$ cat config.mk
export PLATFORM = sky130hd
export DESIGN_NAME = wishbone_master
export DESIGN_NICKNAME = d
export VERILOG_FILES = /design/src/rtl/wishbone_master.sv
export SDC_FILE = /design/constraint.sdc
export NUM_CORES = 1
export LEC_CHECK = 0
export BUFFER_PORTS_ARGS = -buffer_cell sky130_fd_sc_hd__buf_2
export CORE_MARGIN = 2
export CORE_UTILIZATION = 45
export DETAILED_ROUTE_END_ITERATION = 7
export GPL_TIMING_DRIVEN = 0
export HOLD_SLACK_MARGIN = 0.1
export PLACE_DENSITY = 0.92
export SYNTH_ARGS = -nofsm -noshare
export SYNTH_HDL_FRONTEND = slang
export SYNTH_SLANG_ARGS = --single-unit
$ cat constraint.sdc
create_clock -name clk -period 5.5 [get_ports clk]
set_input_delay 0.55 -clock clk [delete_from_list [all_inputs] [get_ports clk]]
set_output_delay 0.55 -clock clk [all_outputs]
set_load 0.01 [all_outputs]
$ cat src/rtl/wishbone_master.sv
// Wishbone classic-cycle initiator. It takes one read or write request at a
// time from a val/rdy command stream and runs a single bus cycle for it. It
// then returns the read data, or a timeout error, on a val/rdy response stream.
//
// Handshake semantics (both streams): a transfer happens on a rising edge
// where val and rdy are both 1. The producer holds val and its payload stable
// until that edge. rdy may depend on state and reset but never on val.
module wishbone_master #(
  parameter int p_timeout_cycles = 16
) (
  input  logic        clk,
  input  logic        reset,
  // command stream
  input  logic        req_val,
  output logic        req_rdy,
  input  logic        req_we,
  input  logic [31:0] req_adr,
  input  logic [31:0] req_dat,
  input  logic [3:0]  req_sel,
  // response stream
  output logic        resp_val,
  input  logic        resp_rdy,
  output logic [31:0] resp_dat,
  output logic        resp_err,
  // wishbone initiator port
  output logic        wbm_cyc_o,
  output logic        wbm_stb_o,
  output logic        wbm_we_o,
  output logic [3:0]  wbm_sel_o,
  output logic [31:0] wbm_adr_o,
  output logic [31:0] wbm_dat_o,
  input  logic [31:0] wbm_dat_i,
  input  logic        wbm_ack_i,
  // FSM state for debug/observation (0=IDLE, 1=BUS, 2=RESP)
  output logic [1:0]  dbg_state
);

  localparam int cnt_w = $clog2(p_timeout_cycles + 1);
  localparam logic [cnt_w-1:0] cnt_last = cnt_w'(p_timeout_cycles - 1);

  typedef enum logic [1:0] {
    IDLE = 2'd0,
    BUS  = 2'd1,
    RESP = 2'd2
  } state_t;

  state_t           state;
  logic [cnt_w-1:0] tmo_cnt;

  // FSM: latch a request, run one bus cycle, and hold the response until it is taken.
  always_ff @(posedge clk) begin
    if (reset) begin
      state     <= IDLE;
      tmo_cnt   <= '0;
      wbm_we_o  <= 1'b0;
      wbm_sel_o <= '0;
      wbm_adr_o <= '0;
      wbm_dat_o <= '0;
      resp_dat  <= '0;
      resp_err  <= 1'b0;
    end else begin
      case (state)
        IDLE: begin
          if (req_val && req_rdy) begin
            wbm_we_o  <= req_we;
            wbm_sel_o <= req_sel;
            wbm_adr_o <= req_adr;
            wbm_dat_o <= req_dat;
            tmo_cnt   <= '0;
            state     <= BUS;
          end
        end
        BUS: begin
          // If ACK and timeout fall in the same cycle, the ACK wins.
          if (wbm_ack_i) begin
            resp_dat <= wbm_we_o ? 32'h0 : wbm_dat_i;
            resp_err <= 1'b0;
            state    <= RESP;
          end else if (tmo_cnt == cnt_last) begin
            resp_dat <= 32'h0;
            resp_err <= 1'b1;
            state    <= RESP;
          end else begin
            tmo_cnt <= tmo_cnt + 1'b1;
          end
        end
        RESP: begin
          if (resp_rdy) begin
            state <= IDLE;
          end
        end
        default: state <= IDLE;
      endcase
    end
  end

  // Handshake and bus strobes decoded straight from the state register.
  always_comb begin
    req_rdy   = (state == IDLE) && !reset;
    resp_val  = (state == RESP);
    wbm_cyc_o = (state == BUS);
    wbm_stb_o = (state == BUS);
    dbg_state = state;
  end

endmodule

Word-level counts from Yosys, hierarchy flattened
Cells that the tools add are included.

storage, ports and cells
  RAM bits = 0
  memories = 0
  logic and storage cells = 41
  register bits after elaboration = 109
  input port bits = 106
  latch bits = 0
  ROM bits = 0

operators by class
  multiply operators = 0
  $add $sub $neg = 1
  $lt $le $gt $ge = 0
  divide/modulo/power cells = 0
  eq/ne operators = 8
  shifts and indexed selects = 0
  reductions and logical operators = 10
  bitwise logic cells = 0
  multiplexer cells = 14

operators with widths
  kind                 number
  $mux 32              3
  $mux 5               3
  $pmux 5 s2           1
  $mux 2               4
  $ne 2x2->1 const B   3
  $pmux 2 s3           1
  $add 5x1->5 const B  1
  $eq 5x4->1 const B   1
  $reduce_and 2->1     2
  $reduce_and 4->1     1
  $reduce_bool 2->1    2
  $ne 3x1->1 const B   1
  $reduce_and 3->1     1
  $eq 2x1->1 const B   1
  $eq 2x2->1 const B   1
  $logic_and 1x1->1    2
  $logic_not 2->1      1
  $mux 1               2
  $ne 2x1->1 const B   1
  $logic_not 1->1      1

Logic depth before layout (Yosys ltp)
  depth after elaboration = 5
  gate-level depth with buffers = 7
  mapped depth without buffers = 6

Least setup slack after synthesis
Ideal clock, no wire load.

  path type = reg-to-reg
  start = reg tmo_cnt[0]
  end = reg tmo_cnt[3]
  arrival time = 2011 ps
  stages on the path, launching flop included = 8
  period minus slack after synthesis = 2085 ps
  data required time = 5426 ps
  setup time = 74 ps
  path slack = 3415 ps
  cells stage by stage = dfxtp_1 -> ha_1 -> and3_1 -> ha_1 -> or4b_1 -> buf_2 -> or4_1 -> o21ai_0

on the way
  cells in the longest elaborated chain, start to end = 4

ends and longest elaborated chain
  what                    line  text
  start, declared         48    logic [cnt_w-1:0] tmo_cnt;
  start signal, assigned  84    tmo_cnt <= tmo_cnt + 1'b1;
  $add 5x1->5             84
  $mux 5                  79    end else if (tmo_cnt == cnt_last) begin
  $mux 5                  75    if (wbm_ack_i) begin
  $pmux 5 s2              62    case (state)

Parallel ways exist; a longest one is shown, timed or not. The select of a mux whose other input is x is not followed.
A chain may end at the register's enable or synchronous reset.

Worst setup path after layout
  start = reg state[1], in the netlist dbg_state[1]
  end = out wbm_stb_o

on the way
  cells in the longest elaborated chain, start to end = 1

ends and longest elaborated chain
  what                    line  text
  start, declared         47    state_t state;
  start signal, assigned  53    state <= IDLE;
  start signal, assigned  70    state <= BUS;
  start signal, assigned  78    state <= RESP;
  $eq 2x1->1              102   wbm_stb_o = (state == BUS);
  end, declared           27    output logic wbm_stb_o,

Every way passes these cells.

==> results.rst <==
.. list-table::
   :header-rows: 1

   * - Metric
     - Value
   * - Crit path from
     - dbg_state[1]$_SDFFE_PP0P_
   * - Total of cells resized after clock tree synthesis
     - 0
   * - Startpoint types
     - flop
   * - Ports
     - 214
   * - Warnings from Yosys
     - 0
   * - GR Layer Usage met2
     - 41.08%
   * - Most frequent cells after synthesis
     - 171 x sky130_fd_sc_hd__nand2_1, 109 x sky130_fd_sc_hd__dfxtp_1, 105 x sky130_fd_sc_hd__a21oi_1
   * - DRC violation count after routing
     - 0
   * - Routing usage on met3
     - 6.259%
   * - Vias/cell
     - 5.038
   * - Clock input transition at the sequential cells of the worst setup and hold paths
     - 0.10 ns
   * - Die footprint
     - 9436 um2
   * - Area leader, netlist
     - sky130_fd_sc_hd__dfxtp_1
   * - Async SR Flop Fraction
     - 0%
   * - Met1 track demand over resource
     - 27.07%
   * - Per-cell routed wire length
     - 13.66 um
   * - Synth Area per Inst
     - 7.951 um2
   * - Register area
     - 2182 um2
   * - Type of destination of the critical path
     - output port
   * - Relative slew slack
     - 39.58%
   * - Biggest fanout along the worst timing path
     - 9
   * - CTS Root Cell
     - sky130_fd_sc_hd__clkbuf_8
   * - Post-Synthesis Net Count
     - 599
   * - Post-CTS Hold Buffers
     - 0
   * - GR Util All Layers
     - 23.04%
   * - Final Hold Fails
     - 0
   * - Maximum ir drop on the vdd rail
     - 0.1871 mV
   * - Hold WC Path Type
     - in2reg
   * - Yosys top cell area share
     - 55.90%
   * - Final clock period utilization by the worst path
     - 43.43%
   * - R2R setup slack
     - 3.25 ns
   * - Post-synthesis instance area
     - 3904 um2
   * - Filler-free cell count of the finished design
     - 824
   * - Min Tclk post-route
     - 2.388 ns
   * - Die height
     - 97.14 um
   * - Clock buffers created by TritonCTS
     - 9
   * - Remaining global-route overflow
     - 0
   * - Post-synth EDFFs
     - 0
   * - Worst slew pin tran
     - 0.9039 ns
   * - CTS H-tree depth
     - 3
   * - Rows
     - 33
   * - Number of global-route vias before repair
     - 3959
   * - Number of max-capacitance violations reported
     - 0
   * - Aggregate negative setup slack
     - 0 ns
   * - Signal arrival time at the worst endpoint
     - 1.84 ns
   * - CTS tree
     - done
   * - Number of cells in the design after placement
     - 809
   * - Run status
     - finished clean
   * - Gate count after technology mapping
     - 491
   * - Final Slew Violations
     - 0
   * - Count of nets left with antenna violations after detail routing
     - 0
   * - Routed via count
     - 4151
   * - Sum of net half-perimeters after detailed placement
     - 8.682 mm
   * - Effective utilization at floorplan
     - 47.04%
   * - Count of TritonRoute iterations in the first routing pass
     - 4
   * - Max Clock Freq
     - 0.4187 GHz
   * - Sink count of the clock tree
     - 109
   * - Maximum number of buffers from clock root to sink
     - 2
   * - Wire length of the first global-routing pass
     - 18.17 mm
   * - Number of distinct library cells after synthesis
     - 28
   * - Multi-input combinational cell area
     - 1546 um2
   * - Seq/Total Area, Yosys
     - 55.90%
   * - Weighted congestion reported at the end of routability-driven placement
     - 0.8583
   * - Detailed Route WL
     - 11.26 mm
   * - Final-stage net count
     - 823
   * - Hold Worst Slack
     - 0.4207 ns
   * - Port Buffers
     - 213
   * - Worst Clk Skew
     - 0.008253 ns
   * - Ranking of synthesized cells by area
     - sky130_fd_sc_hd__dfxtp_1 56%, sky130_fd_sc_hd__nand2_1 16%, sky130_fd_sc_hd__a21oi_1 13%, sky130_fd_sc_hd__o21ai_0 4.2%, sky130_fd_sc_hd__clkbuf_1 3.7%
   * - Area delta synth->final
     - 35.93%
   * - Drt first-iter violations
     - 191
   * - Maximum number of pins on one net before global-route repair
     - 17
   * - Prevailing post-synth register cell
     - sky130_fd_sc_hd__dfxtp_1
   * - Buffers inserted by post-CTS timing repair
     - 0
   * - Fraction of final layout cells with drive strength greater than 1
     - 32.27%
   * - Sum of internal, switching and leakage power
     - 1.532 mW
   * - Chip width
     - 97.14 um
   * - Setup-failing EPs final
     - 0
   * - Worst min-delay path startpoint
     - wbm_ack_i
   * - RSZ-0062 raised after global routing
     - no
   * - FF+latch count, synth
     - 109
   * - Start-to-end type of the worst setup path
     - reg2out
   * - Antenna Diode Count
     - 0
   * - Reg-to-reg startpoint
     - tmo_cnt[0]$_SDFFE_PP0P_
   * - Number of fill cells
     - 721
   * - Power density over cell area
     - 288.7 nW/um2
   * - Worst-skew pair later-pin latency
     - 0.35 ns
   * - Leading cell type by number of instances after synthesis
     - sky130_fd_sc_hd__nand2_1
   * - Placeable core region
     - 8299 um2
   * - Leakage power
     - 2.425 nW
   * - Number of antenna violations at the first check in global routing
     - 0
   * - Global route hottest layer
     - met2
   * - Data required time of the critical path
     - 4.95 ns
## worst paths after layout
path	end	cells after the start
worst max-delay path	wbm_stb_o	5
worst min-delay path	resp_err$_SDFFE_PP0P_	2
worst max register to register	tmo_cnt[3]$_SDFFE_PP0P_	7
worst min register to register	wbm_dat_o[24]$_SDFFE_PP0P_	2
## worst max-delay path, cell delays in order (launching register included)
cell                       delay (ns)
sky130_fd_sc_hd__dfxtp_1         0.48
sky130_fd_sc_hd__nand2b_1        0.14
sky130_fd_sc_hd__clkbuf_1        0.33
sky130_fd_sc_hd__inv_1           0.23
sky130_fd_sc_hd__buf_4           0.18
sky130_fd_sc_hd__buf_2           0.13
## cell families after synthesis
kind of cell,after synthesis,synth area share [%]
AO/OA/AOI/OAI,146,19.33
buffers and inverters,45,4.487
adder cells (fa/ha/maj),2,0.6409
flip-flops,109,55.90
AND/OR/NAND/NOR,189,19.65
## registers in the layout, indices dropped and copies added, names as in the netlist
name,cells
resp_dat,32
wbm_adr_o,32
wbm_dat_o,32
tmo_cnt,5
wbm_sel_o,4
dbg_state,2
resp_err,1
wbm_we_o,1
## placed cells by master, fill, tap and decap left out, drive strengths merged, types with 2 or more instances in the layout
master / synthesis / final
a211oi: 2 / 2
or4b: 2 / 2
nor2: 2 / 2
a21oi: 105 / 105
dfxtp: 109 / 109
inv: 4 / 4
bufinv: 0 / 2
nand3: 5 / 5
buf: 3 / 216
ha: 2 / 2
nand2: 171 / 171
clkbuf: 38 / 49
clkinv: 0 / 2
o21ai: 33 / 33
## report_power, final
| part | switching (mW) | total [mW] | internal (mW) |
|---|---|---|---|
| sequential | 0.0164 | 0.837 | 0.820 |
| combinational | 0.109 | 0.186 | 0.0771 |
| clock | 0.254 | 0.509 | 0.255 |
## metrics by stage
step	cell area [um2]	setup slack, ns	util, %
2_1_floorplan	3904	3.415	-
3_3_place_gp	5101	3.143	61.47
3_5_place_dp	5101	3.167	61.47
4_1_cts	5306	3.118	63.94
5_1_grt	5306	3.003	63.94
6_report	5306	3.112	63.94
## per-layer routing
metal | share of wire, % | routed length [um]
met3 | 8.1 | 908
met4 | 1.4 | 153
met5 | 0 | 0
met2 | 49 | 5527
met1 | 41 | 4667
## final cells by class
cell class / instances / area share, %
repair buffers: 213 / 20.09
multi-input cells: 337 / 29.14
inverters: 4 / 0.2830
flip-flops and latches: 109 / 41.12
clock inverters: 4 / 1.391
clock buffers: 11 / 2.476
plain buffers: 41 / 3.018
well taps: 105 / 2.476
(Power assumes the default switching activity.)
